`config.mk`:
```
export PLATFORM = sky130hd
export DESIGN_NAME = cond_exec_stage_flat
export DESIGN_NICKNAME = d
export VERILOG_FILES = /design/src/rtl/cond_pkg.sv /design/src/rtl/cond_exec_stage_if.sv /design/src/rtl/cond_check.sv /design/src/rtl/cond_exec_stage.sv /design/src/flat_wrapper.sv
export SDC_FILE = /design/constraint.sdc
export NUM_CORES = 1
export LEC_CHECK = 0
export ABC_AREA = 1
export CORE_ASPECT_RATIO = 0.75
export CORE_UTILIZATION = 39
export DETAILED_ROUTE_END_ITERATION = 10
export PLACE_DENSITY = 0.8
export SYNTH_ARGS = -nofsm -noshare
export SYNTH_HDL_FRONTEND = slang
export SYNTH_HIERARCHICAL = 1
export SYNTH_SLANG_ARGS = --single-unit
export TNS_END_PERCENT = 1
```
`constraint.sdc`:
```
create_clock -name clk -period 2 [get_ports clk]
set_input_delay 0.2 -clock clk [delete_from_list [all_inputs] [get_ports clk]]
set_output_delay 0.2 -clock clk [all_outputs]
set_load 0.05 [all_outputs]
```
`src/rtl/cond_pkg.sv`:
```
// Shared types for the execute-stage conditional unit: ARM condition codes,
// NZCV bit positions and the E-stage control bundle.
package cond_pkg;

  typedef enum logic [3:0] {
    COND_EQ = 4'b0000,
    COND_NE = 4'b0001,
    COND_CS = 4'b0010,
    COND_CC = 4'b0011,
    COND_MI = 4'b0100,
    COND_PL = 4'b0101,
    COND_VS = 4'b0110,
    COND_VC = 4'b0111,
    COND_HI = 4'b1000,
    COND_LS = 4'b1001,
    COND_GE = 4'b1010,
    COND_LT = 4'b1011,
    COND_GT = 4'b1100,
    COND_LE = 4'b1101,
    COND_AL = 4'b1110,
    COND_NV = 4'b1111
  } cond_e;

  localparam int FLAG_N = 3;
  localparam int FLAG_Z = 2;
  localparam int FLAG_C = 1;
  localparam int FLAG_V = 0;

  typedef struct packed {
    logic       pcsrc;
    logic       reg_write;
    logic       mem_to_reg;
    logic       mem_write;
    logic       branch;
    logic       brl;
    logic [1:0] flag_write;
    cond_e      cond;
  } ctrl_e_t;

endpackage

```
`src/rtl/cond_exec_stage_if.sv`:
```
// E-stage inputs and M-stage outputs of cond_exec_stage. EnM=0 stalls the
// E->M register and flags; FlushM=1 inserts a bubble and overrides EnM.
interface cond_exec_stage_if #(
  parameter int DATA_W = 32,
  parameter int RA_W   = 4
);
  logic              EnM;
  logic              FlushM;
  logic              PcsrcE;
  logic              RegWriteE;
  logic              MemtoRegE;
  logic              MemWriteE;
  logic              BranchE;
  logic              BrlE;
  logic [1:0]        FlagWriteE;
  logic [3:0]        CondE;
  logic [3:0]        AluFlagsE;
  logic [DATA_W-1:0] AluResultE;
  logic [DATA_W-1:0] WriteDataE;
  logic [RA_W-1:0]   WA3E;

  logic              CondExE;
  logic              BranchTakenE;
  logic [3:0]        Flags;
  logic              PcsrcM;
  logic              RegWriteM;
  logic              MemtoRegM;
  logic              MemWriteM;
  logic              BrlM;
  logic [DATA_W-1:0] AluResultM;
  logic [DATA_W-1:0] WriteDataM;
  logic [RA_W-1:0]   WA3M;

  modport master (
    output EnM, FlushM, PcsrcE, RegWriteE, MemtoRegE, MemWriteE, BranchE, BrlE,
           FlagWriteE, CondE, AluFlagsE, AluResultE, WriteDataE, WA3E,
    input  CondExE, BranchTakenE, Flags, PcsrcM, RegWriteM, MemtoRegM, MemWriteM,
           BrlM, AluResultM, WriteDataM, WA3M
  );

  modport slave (
    input  EnM, FlushM, PcsrcE, RegWriteE, MemtoRegE, MemWriteE, BranchE, BrlE,
           FlagWriteE, CondE, AluFlagsE, AluResultE, WriteDataE, WA3E,
    output CondExE, BranchTakenE, Flags, PcsrcM, RegWriteM, MemtoRegM, MemWriteM,
           BrlM, AluResultM, WriteDataM, WA3M
  );
endinterface

```
`src/rtl/cond_check.sv`:
```
// Combinational ARM condition evaluation of a condition field against NZCV.
module cond_check
  import cond_pkg::*;
(
  input  cond_e      i_cond,
  input  logic [3:0] i_flags,
  output logic       o_cond_ex
);

  logic w_n, w_z, w_c, w_v;

  assign w_n = i_flags[FLAG_N];
  assign w_z = i_flags[FLAG_Z];
  assign w_c = i_flags[FLAG_C];
  assign w_v = i_flags[FLAG_V];

  always_comb begin
    o_cond_ex = 1'b0;
    case (i_cond)
      COND_EQ: o_cond_ex = w_z;
      COND_NE: o_cond_ex = ~w_z;
      COND_CS: o_cond_ex = w_c;
      COND_CC: o_cond_ex = ~w_c;
      COND_MI: o_cond_ex = w_n;
      COND_PL: o_cond_ex = ~w_n;
      COND_VS: o_cond_ex = w_v;
      COND_VC: o_cond_ex = ~w_v;
      COND_HI: o_cond_ex = w_c & ~w_z;
      COND_LS: o_cond_ex = ~w_c | w_z;
      COND_GE: o_cond_ex = (w_n == w_v);
      COND_LT: o_cond_ex = (w_n != w_v);
      COND_GT: o_cond_ex = ~w_z & (w_n == w_v);
      COND_LE: o_cond_ex = w_z | (w_n != w_v);
      COND_AL: o_cond_ex = 1'b1;
      default: o_cond_ex = 1'b0;
    endcase
  end

endmodule

```
`src/rtl/cond_exec_stage.sv`:
```
// Execute-stage conditional unit: owns the NZCV flag register, gates E-stage
// controls by the condition result and registers them into the M stage.
module cond_exec_stage
  import cond_pkg::*;
#(
  parameter int DATA_W = 32,
  parameter int RA_W   = 4
)(
  input  logic        clk,
  input  logic        reset,
  cond_exec_stage_if.slave bus
);

  ctrl_e_t           w_ctrl;
  logic              w_cond_ex;
  logic              w_flag_upd;
  logic [3:0]        r_flags;
  logic              r_pcsrc_m;
  logic              r_reg_write_m;
  logic              r_mem_to_reg_m;
  logic              r_mem_write_m;
  logic              r_brl_m;
  logic [DATA_W-1:0] r_alu_result_m;
  logic [DATA_W-1:0] r_write_data_m;
  logic [RA_W-1:0]   r_wa3_m;

  always_comb begin
    w_ctrl            = '0;
    w_ctrl.pcsrc      = bus.PcsrcE;
    w_ctrl.reg_write  = bus.RegWriteE;
    w_ctrl.mem_to_reg = bus.MemtoRegE;
    w_ctrl.mem_write  = bus.MemWriteE;
    w_ctrl.branch     = bus.BranchE;
    w_ctrl.brl        = bus.BrlE;
    w_ctrl.flag_write = bus.FlagWriteE;
    w_ctrl.cond       = cond_e'(bus.CondE);
  end

  // Condition is judged on the registered flags, never on this cycle's ALU flags.
  cond_check u_cond_check (
    .i_cond    (w_ctrl.cond),
    .i_flags   (r_flags),
    .o_cond_ex (w_cond_ex)
  );

  assign w_flag_upd = bus.EnM & w_cond_ex & ~bus.FlushM;

  always_ff @(posedge clk or negedge reset) begin
    if (!reset) begin
      r_flags <= '0;
    end else if (w_flag_upd) begin
      if (w_ctrl.flag_write[1]) begin
        r_flags[FLAG_N] <= bus.AluFlagsE[FLAG_N];
        r_flags[FLAG_Z] <= bus.AluFlagsE[FLAG_Z];
      end
      if (w_ctrl.flag_write[0]) begin
        r_flags[FLAG_C] <= bus.AluFlagsE[FLAG_C];
        r_flags[FLAG_V] <= bus.AluFlagsE[FLAG_V];
      end
    end
  end

  always_ff @(posedge clk or negedge reset) begin
    if (!reset) begin
      r_pcsrc_m      <= 1'b0;
      r_reg_write_m  <= 1'b0;
      r_mem_to_reg_m <= 1'b0;
      r_mem_write_m  <= 1'b0;
      r_brl_m        <= 1'b0;
      r_alu_result_m <= '0;
      r_write_data_m <= '0;
      r_wa3_m        <= '0;
    end else if (bus.FlushM) begin
      r_pcsrc_m      <= 1'b0;
      r_reg_write_m  <= 1'b0;
      r_mem_to_reg_m <= 1'b0;
      r_mem_write_m  <= 1'b0;
      r_brl_m        <= 1'b0;
      r_alu_result_m <= '0;
      r_write_data_m <= '0;
      r_wa3_m        <= '0;
    end else if (bus.EnM) begin
      r_pcsrc_m      <= w_ctrl.pcsrc & w_cond_ex;
      r_reg_write_m  <= w_ctrl.reg_write & w_cond_ex;
      r_mem_to_reg_m <= w_ctrl.mem_to_reg;
      r_mem_write_m  <= w_ctrl.mem_write & w_cond_ex;
      r_brl_m        <= w_ctrl.brl & w_cond_ex;
      r_alu_result_m <= bus.AluResultE;
      r_write_data_m <= bus.WriteDataE;
      r_wa3_m        <= bus.WA3E;
    end
  end

  assign bus.CondExE      = w_cond_ex;
  assign bus.BranchTakenE = w_ctrl.branch & w_cond_ex;
  assign bus.Flags        = r_flags;
  assign bus.PcsrcM       = r_pcsrc_m;
  assign bus.RegWriteM    = r_reg_write_m;
  assign bus.MemtoRegM    = r_mem_to_reg_m;
  assign bus.MemWriteM    = r_mem_write_m;
  assign bus.BrlM         = r_brl_m;
  assign bus.AluResultM   = r_alu_result_m;
  assign bus.WriteDataM   = r_write_data_m;
  assign bus.WA3M         = r_wa3_m;

endmodule

```
`src/flat_wrapper.sv`:
```
// flat-port wrapper written by rule: the top's interface ports become plain ports
module cond_exec_stage_flat import cond_pkg::*;
#(
  parameter int DATA_W = 32,
  parameter int RA_W   = 4
)
  (clk, reset, bus_EnM, bus_FlushM, bus_PcsrcE, bus_RegWriteE, bus_MemtoRegE, bus_MemWriteE, bus_BranchE, bus_BrlE, bus_FlagWriteE, bus_CondE, bus_AluFlagsE, bus_AluResultE, bus_WriteDataE, bus_WA3E, bus_CondExE, bus_BranchTakenE, bus_Flags, bus_PcsrcM, bus_RegWriteM, bus_MemtoRegM, bus_MemWriteM, bus_BrlM, bus_AluResultM, bus_WriteDataM, bus_WA3M);
  cond_exec_stage_if #(.DATA_W(DATA_W), .RA_W(RA_W)) bus_i ();
  input  logic clk;
  input  logic reset;
  input wire logic [$bits(bus_i.EnM)-1:0] bus_EnM;
  input wire logic [$bits(bus_i.FlushM)-1:0] bus_FlushM;
  input wire logic [$bits(bus_i.PcsrcE)-1:0] bus_PcsrcE;
  input wire logic [$bits(bus_i.RegWriteE)-1:0] bus_RegWriteE;
  input wire logic [$bits(bus_i.MemtoRegE)-1:0] bus_MemtoRegE;
  input wire logic [$bits(bus_i.MemWriteE)-1:0] bus_MemWriteE;
  input wire logic [$bits(bus_i.BranchE)-1:0] bus_BranchE;
  input wire logic [$bits(bus_i.BrlE)-1:0] bus_BrlE;
  input wire logic [$bits(bus_i.FlagWriteE)-1:0] bus_FlagWriteE;
  input wire logic [$bits(bus_i.CondE)-1:0] bus_CondE;
  input wire logic [$bits(bus_i.AluFlagsE)-1:0] bus_AluFlagsE;
  input wire logic [$bits(bus_i.AluResultE)-1:0] bus_AluResultE;
  input wire logic [$bits(bus_i.WriteDataE)-1:0] bus_WriteDataE;
  input wire logic [$bits(bus_i.WA3E)-1:0] bus_WA3E;
  output wire logic [$bits(bus_i.CondExE)-1:0] bus_CondExE;
  output wire logic [$bits(bus_i.BranchTakenE)-1:0] bus_BranchTakenE;
  output wire logic [$bits(bus_i.Flags)-1:0] bus_Flags;
  output wire logic [$bits(bus_i.PcsrcM)-1:0] bus_PcsrcM;
  output wire logic [$bits(bus_i.RegWriteM)-1:0] bus_RegWriteM;
  output wire logic [$bits(bus_i.MemtoRegM)-1:0] bus_MemtoRegM;
  output wire logic [$bits(bus_i.MemWriteM)-1:0] bus_MemWriteM;
  output wire logic [$bits(bus_i.BrlM)-1:0] bus_BrlM;
  output wire logic [$bits(bus_i.AluResultM)-1:0] bus_AluResultM;
  output wire logic [$bits(bus_i.WriteDataM)-1:0] bus_WriteDataM;
  output wire logic [$bits(bus_i.WA3M)-1:0] bus_WA3M;
  assign bus_i.EnM = bus_EnM;
  assign bus_i.FlushM = bus_FlushM;
  assign bus_i.PcsrcE = bus_PcsrcE;
  assign bus_i.RegWriteE = bus_RegWriteE;
  assign bus_i.MemtoRegE = bus_MemtoRegE;
  assign bus_i.MemWriteE = bus_MemWriteE;
  assign bus_i.BranchE = bus_BranchE;
  assign bus_i.BrlE = bus_BrlE;
  assign bus_i.FlagWriteE = bus_FlagWriteE;
  assign bus_i.CondE = bus_CondE;
  assign bus_i.AluFlagsE = bus_AluFlagsE;
  assign bus_i.AluResultE = bus_AluResultE;
  assign bus_i.WriteDataE = bus_WriteDataE;
  assign bus_i.WA3E = bus_WA3E;
  assign bus_CondExE = bus_i.CondExE;
  assign bus_BranchTakenE = bus_i.BranchTakenE;
  assign bus_Flags = bus_i.Flags;
  assign bus_PcsrcM = bus_i.PcsrcM;
  assign bus_RegWriteM = bus_i.RegWriteM;
  assign bus_MemtoRegM = bus_i.MemtoRegM;
  assign bus_MemWriteM = bus_i.MemWriteM;
  assign bus_BrlM = bus_i.BrlM;
  assign bus_AluResultM = bus_i.AluResultM;
  assign bus_WriteDataM = bus_i.WriteDataM;
  assign bus_WA3M = bus_i.WA3M;
  cond_exec_stage #(.DATA_W(DATA_W), .RA_W(RA_W)) u_core (.clk(clk), .reset(reset), .bus(bus_i));
endmodule
```
* Word-level counts from Yosys, hierarchy flattened
Index checks and enable logic that the tools add are counted.
** Cells by class
- Mux-type cells :: 17
- Eq/ne operators :: 16
- Reductions and logical operators :: 4
- Bitwise gates (word level) :: 16
** Operator list (count)
- $mux W32 :: 4
- $eq A4 B4 Y1 const B :: 7
- $eq A4 B3 Y1 const B :: 4
- $pmux W1 S15 :: 1
- $mux W1 :: 10
- $and A1 B1 Y1 :: 9
- $eq A4 B2 Y1 const B :: 2
- $mux W4 :: 2
- $not A1 Y1 :: 5
- $eq A4 B1 Y1 const B :: 1
- $logic_not A4 Y1 :: 1
- $reduce_and A2 Y1 :: 2
- $or A1 B1 Y1 :: 2
- $reduce_bool A2 Y1 :: 1
- $eq A1 B1 Y1 :: 1
- $ne A1 B1 Y1 :: 1
** Word-level totals
- Word-level logic and storage cells :: 63
- Input bits :: 88
- Bits in registers :: 77
- Output and inout port bits :: 79

* Longest topological paths before layout
- Depth in word-level cells :: 6
- Depth in mapped cells :: 12

* Cells and area by module
Netlist, hierarchy kept.
** By module, submodules not included
- cond_exec_stage :: cells an instance 332, area an instance 2934.1 um^2, instances 1
- cond_check :: cells an instance 55, area an instance 229.0 um^2, instances 1

* Least setup slack after synthesis
OpenSTA, ideal clock, no wires.
- Path type :: register to register
- From :: reg u_core.r_flags[3], in the netlist u_core/bus.Flags[3]
- To :: reg u_core.r_flags[0], in the netlist u_core/bus.Flags[0]
- Buffers on the path :: 0
- Library setup time :: 67 ps
- Stages on the path, launching flop included :: 13
- Arrival time :: 2127 ps
- Required time :: 1933 ps
- Clock period less this slack :: 2193 ps
- Path slack :: -193 ps
- Cell sequence :: dfrtp_1 inv_1 nand2_1 nand3_1 nand2_1 nand2_1 nand2_1 nor2_1 nand2_1 nand2_1 nor2_1 nand3_1 nand2_1
** Between the ends
- Cells in the longest elaborated chain, start to end :: 6
- Elaborated cells on any way between the ends :: 9
** Ends and longest elaborated chain
- start: declaration :: RTL line cond_exec_stage.sv:17 : logic [3:0] r_flags;
- start signal: indexed assignment :: RTL line cond_exec_stage.sv:53 : r_flags[FLAG_N] <= bus.AluFlagsE[FLAG_N];
- start signal: indexed assignment :: RTL line cond_exec_stage.sv:54 : r_flags[FLAG_Z] <= bus.AluFlagsE[FLAG_Z];
- start signal: indexed assignment :: RTL line cond_exec_stage.sv:57 : r_flags[FLAG_C] <= bus.AluFlagsE[FLAG_C];
- $ne A1 B1 Y1 or $eq A1 B1 Y1 (tied branches)
- $or A1 B1 Y1 or $and A1 B1 Y1 (tied branches) :: RTL line cond_check.sv:33, cond_check.sv:32
- $pmux W1 S15 (*) :: RTL line cond_check.sv:19 : case (i_cond)
- net bus_CondExE :: RTL line flat_wrapper.sv:25 : output wire logic [$bits(bus_i.CondExE)-1:0] bus_CondExE;
- $and A1 B1 Y1 (*) (2 in series) :: RTL line cond_exec_stage.sv:46 : assign w_flag_upd = bus.EnM & w_cond_ex & ~bus.FlushM;
- $reduce_and A2 Y1 (no source line) (*)
Mark *: on every way through the listed nets, which the timed path passes. The rest lies on a longest branch.
A chain may end at the register's enable or synchronous reset.

* Worst setup path in the final report
- From :: in bus_CondE[2]
- To :: out bus_CondExE
** Between the ends
- Cells in the longest elaborated chain, start to end :: 2
- Elaborated cells on any way between the ends :: 16
** Ends and longest elaborated chain
- start: declaration :: RTL line flat_wrapper.sv:20 : input wire logic [$bits(bus_i.CondE)-1:0] bus_CondE;
- $eq A4 B4 Y1 (tied with other cells) :: RTL line cond_check.sv:19
- $pmux W1 S15 (*) :: RTL line cond_check.sv:19
- end: declaration :: RTL line flat_wrapper.sv:25
Mark *: on every way between the ends. The rest lies on a longest branch, timed or not.

==> key figures <==
Clock network
  • Clk pin slew, worst setup/hold paths: 70 ps
  • Maximum buffer depth of the clock tree: 2
  • Number of buffers added by the clock tree synthesis step: 9
  • Worst-skew pair later-pin latency: 330 ps
  • TritonCTS clock tree: done
  • Clk sink count: 77
  • Maximum level of the CTS H-tree: 3
  • Clock root buffer: sky130_fd_sc_hd__clkbuf_8

Logic synthesis
  • Fraction of post-synthesis cell area in the top cell type by area: 0.609
  • Mapped cell area: around 3200 um^2
  • Cell count after synthesis: just under 400
  • Mean post-synth cell area: about 8.2 um^2
  • Flop and latch count out of synthesis: 77
  • Cell taking the most area after synthesis: sky130_fd_sc_hd__dfrtp_1
  • Sequential-to-total area share from yosys stat: 0.609
  • Nets in the synthesized netlist: 475
  • Synth top area cells: sky130_fd_sc_hd__dfrtp_1 (61%), sky130_fd_sc_hd__nand2_1 (30%), sky130_fd_sc_hd__nand3_1 (2.2%), sky130_fd_sc_hd__buf_2 (1.7%), sky130_fd_sc_hd__nor2_1 (1.2%)
  • Yosys Warn Count: 6
  • Count of distinct cell types in the synthesized netlist: 17

Floorplanning
  • Die Y-Extent: 80.0 um
  • Row count: 28
  • Core region area: 7880 um^2
  • Die area: 8480 um^2
  • Die width: 106 um
  • Initial Utilization: 0.401
  • Number of top-level pins: 167

Routing
  • WL/cell: 13.3 um
  • Detailed route wirelength on metal2: 4050 um
  • Antenna-violating nets left: 0
  • Highest routed metal layer: met4
  • Post-DR vias/cell: 4.58
  • Sum of routed wire length over all layers: 8920 um
  • Wire length on met1: 3670 um
  • Number of search-and-repair iterations in the first detailed-routing pass: 4
  • Routed wl met3: about 1100 um
  • Detailed-route via count: approximately 3000
  • Number of DRC markers in iteration 0: 154
  • Drt drc: 0

Setup path
  • CP most frequent cell: sky130_fd_sc_hd__nand2_1
  • Launch instance of the worst register-to-register path: u_core/bus.Flags[3]
  • Cell family with most CP delay: buffers and inverters
  • R2R depth: 14
  • Reg-to-reg slack, setup: ~230 ps
  • Maximum fanout along the worst path: 5
  • Critical register-to-register path endpoint: u_core/bus.Flags[1]
  • CP cell instances: clkdlybuf4s50_1, nand2_1, a21oi_1, nand2_1, nand2_1, nand2_1, nor2_1, nand2_2, buf_12, buf_12
  • Data arrival time of the critical path: 1720 ps
  • Cell type of the slowest stage on the worst timing path: sky130_fd_sc_hd__clkdlybuf4s50_1
  • Worst Path Buf+Inv: 3
  • Type of destination of the critical path: primary output
  • Data required, critical path: 1800 ps
  • Worst Setup Start Kind: primary input
  • Critical path type: primary input to primary output
  • Slowest Stage Delay on Critical Path: roughly 540 ps

STA
  • Slew of the pin with the lowest slew margin: approximately 540 ps
  • Min Clock Period, post-route: 1920 ps
  • Final setup slack of the worst path: roughly 80 ps
  • Setup-violating endpoint count in the final report: 0
  • Worst slew margin relative to its limit: 0.638
  • Maximum clock frequency: between 0.5 and 0.6 GHz
  • Worst hold margin: around 310 ps
  • Final hold violations: 0
  • Setup skew after layout: 3.36 ps
  • Ratio of final minimum period to clock period: 0.960
  • Number of max-slew violations in the final report: 0

Placement
  • GPL Wtd Cong: roughly 0.98
  • Detail Placement HPWL: around 6400 um
  • Pre-CTS setup slack: 36.4 ps
  • IO buf count: 166
  • Cell area reported after detailed placement: between 4000 and 5000 um^2

Global routing
  • Maximum number of pins on one net before global-route repair: 39
  • Number of global-route vias before repair: 2970
  • Global-route usage over all layers: 0.215
  • Initial antenna violation count: 0
  • Wire length of the first global-routing pass: approximately 14000 um
  • GR Overflow Total: 0

Layout
  • Layout Cell Area excl Fill: 5290 um^2
  • Net total in the final layout: 653
  • Diode insertion count for antenna repair: 0
  • Final standard cell utilization of the core: 0.670
  • Share of post-route cells with drive strength above 1: 0.0704
  • Layout overhead on the synthesized area: 67.1%

Power
  • Total power: 4.48 mW
  • Leakage power summed over all cells: 2.68 nW
  • Power density over the cells: 848 nW/um^2
  • Maximum vdd drop: 0.505 mV

Run status
  • Status: finished, final reports clean

Run
  • Max Cap Viol: 0

Hold path
  • Path type of the worst min-delay path: primary input to asynchronous set/reset pin
state kept, by name (all words and copies together) (netlist names):
signal	count
u_core/bus.AluResultM	32
u_core/bus.WA3M	4
u_core/bus.BrlM	1
u_core/bus.Flags	4
u_core/bus.PcsrcM	1
u_core/bus.MemtoRegM	1
u_core/bus.MemWriteM	1
u_core/bus.WriteDataM	32
u_core/bus.RegWriteM	1
report_power, final:
group / switching [mW] / total (mW) / internal (mW)
Combinational: 0.859 / 1.45 / 0.595
Sequential: 0.0956 / 1.78 / 1.68
Clock: 0.529 / 1.25 / 0.723
Total: 1.48 / 4.48 / 3.00
per-stage QoR:
stage | cells | TNS [ps]
6_report | 673 | 0
5_1_grt | 673 | -37.0
4_1_cts | 667 | 0
3_5_place_dp | 652 | 0
3_3_place_gp | 652 | 0
2_1_floorplan | 387 | 0
worst max path at each step:
stage | start | to | slack, ps | depth (start not counted)
6_report | bus_CondE[2] | bus_CondExE | 80 | 10
5_1_grt | u_core/bus.Flags[3] | bus_BranchTakenE | -20 | 11
4_1_cts | u_core/bus.Flags[0] | bus_BranchTakenE | 50 | 11
3_5_place_dp | bus_CondE[3] | u_core/bus.Flags[1] | 40 | 14
3_3_place_gp | bus_CondE[0] | u_core/bus.Flags[1] | 70 | 14
2_1_floorplan | u_core/bus.Flags[2] | u_core/bus.Flags[0] | 110 | 10
final cells by class:
type / count / area [um^2]
tap: 105 / 131
inverter: 12 / 45.0
timing repair buffer: 181 / 1850
clock inverter: 4 / 73.8
sequential: 77 / 1930
clock buffer: 10 / 138
multi-input combinational: 284 / 1120
fill: 644 / 2600
placed cells by master (no fill, tap or decap), types with 6 or more instances in the layout:
cell type,count
sky130_fd_sc_hd__buf_4,11
sky130_fd_sc_hd__clkbuf_8,10
sky130_fd_sc_hd__nand3_1,14
sky130_fd_sc_hd__nand2_1,250
sky130_fd_sc_hd__clkdlybuf4s50_1,161
sky130_fd_sc_hd__dfrtp_1,75
sky130_fd_sc_hd__buf_12,6
sky130_fd_sc_hd__nor2_1,9
sky130_fd_sc_hd__inv_1,8
synthesized netlist by cell type:
library cell / number
sky130_fd_sc_hd__nor2_4: 2
sky130_fd_sc_hd__buf_6: 1
sky130_fd_sc_hd__dfrtp_1: 77
sky130_fd_sc_hd__nor2_1: 10
sky130_fd_sc_hd__nand2_2: 1
sky130_fd_sc_hd__clkbuf_1: 1
sky130_fd_sc_hd__nand3b_1: 1
sky130_fd_sc_hd__inv_2: 1
sky130_fd_sc_hd__nand2_1: 251
sky130_fd_sc_hd__buf_2: 11
sky130_fd_sc_hd__nand3_1: 14
sky130_fd_sc_hd__clkinv_1: 2
sky130_fd_sc_hd__nor3_1: 1
sky130_fd_sc_hd__a21oi_1: 2
sky130_fd_sc_hd__nand4_1: 2
sky130_fd_sc_hd__inv_1: 9
sky130_fd_sc_hd__buf_4: 1
logic make-up after synthesis:
kind of cell	share of synthesized area
buffers and inverters	0.0388
and+or+nand+nor	0.349
DFF	0.609
AOI/OAI and AO/OA	0.00316
what timing repair did:
action                                  4_1_cts  5_1_grt
hold endpoints to repair                     22        0
setup buffers                                 0        6
resized for setup                             0        4
endpoints found under the setup margin        0        1
hold buffers                                  1        0
per-layer routing:
metal,GRT usage,up-vias
met4,0.0625,0
met2,0.341,152
met1,0.259,1406
li1,-,1518
met3,0.104,9
met5,0,-
Power figures use the tool's default switching activity.
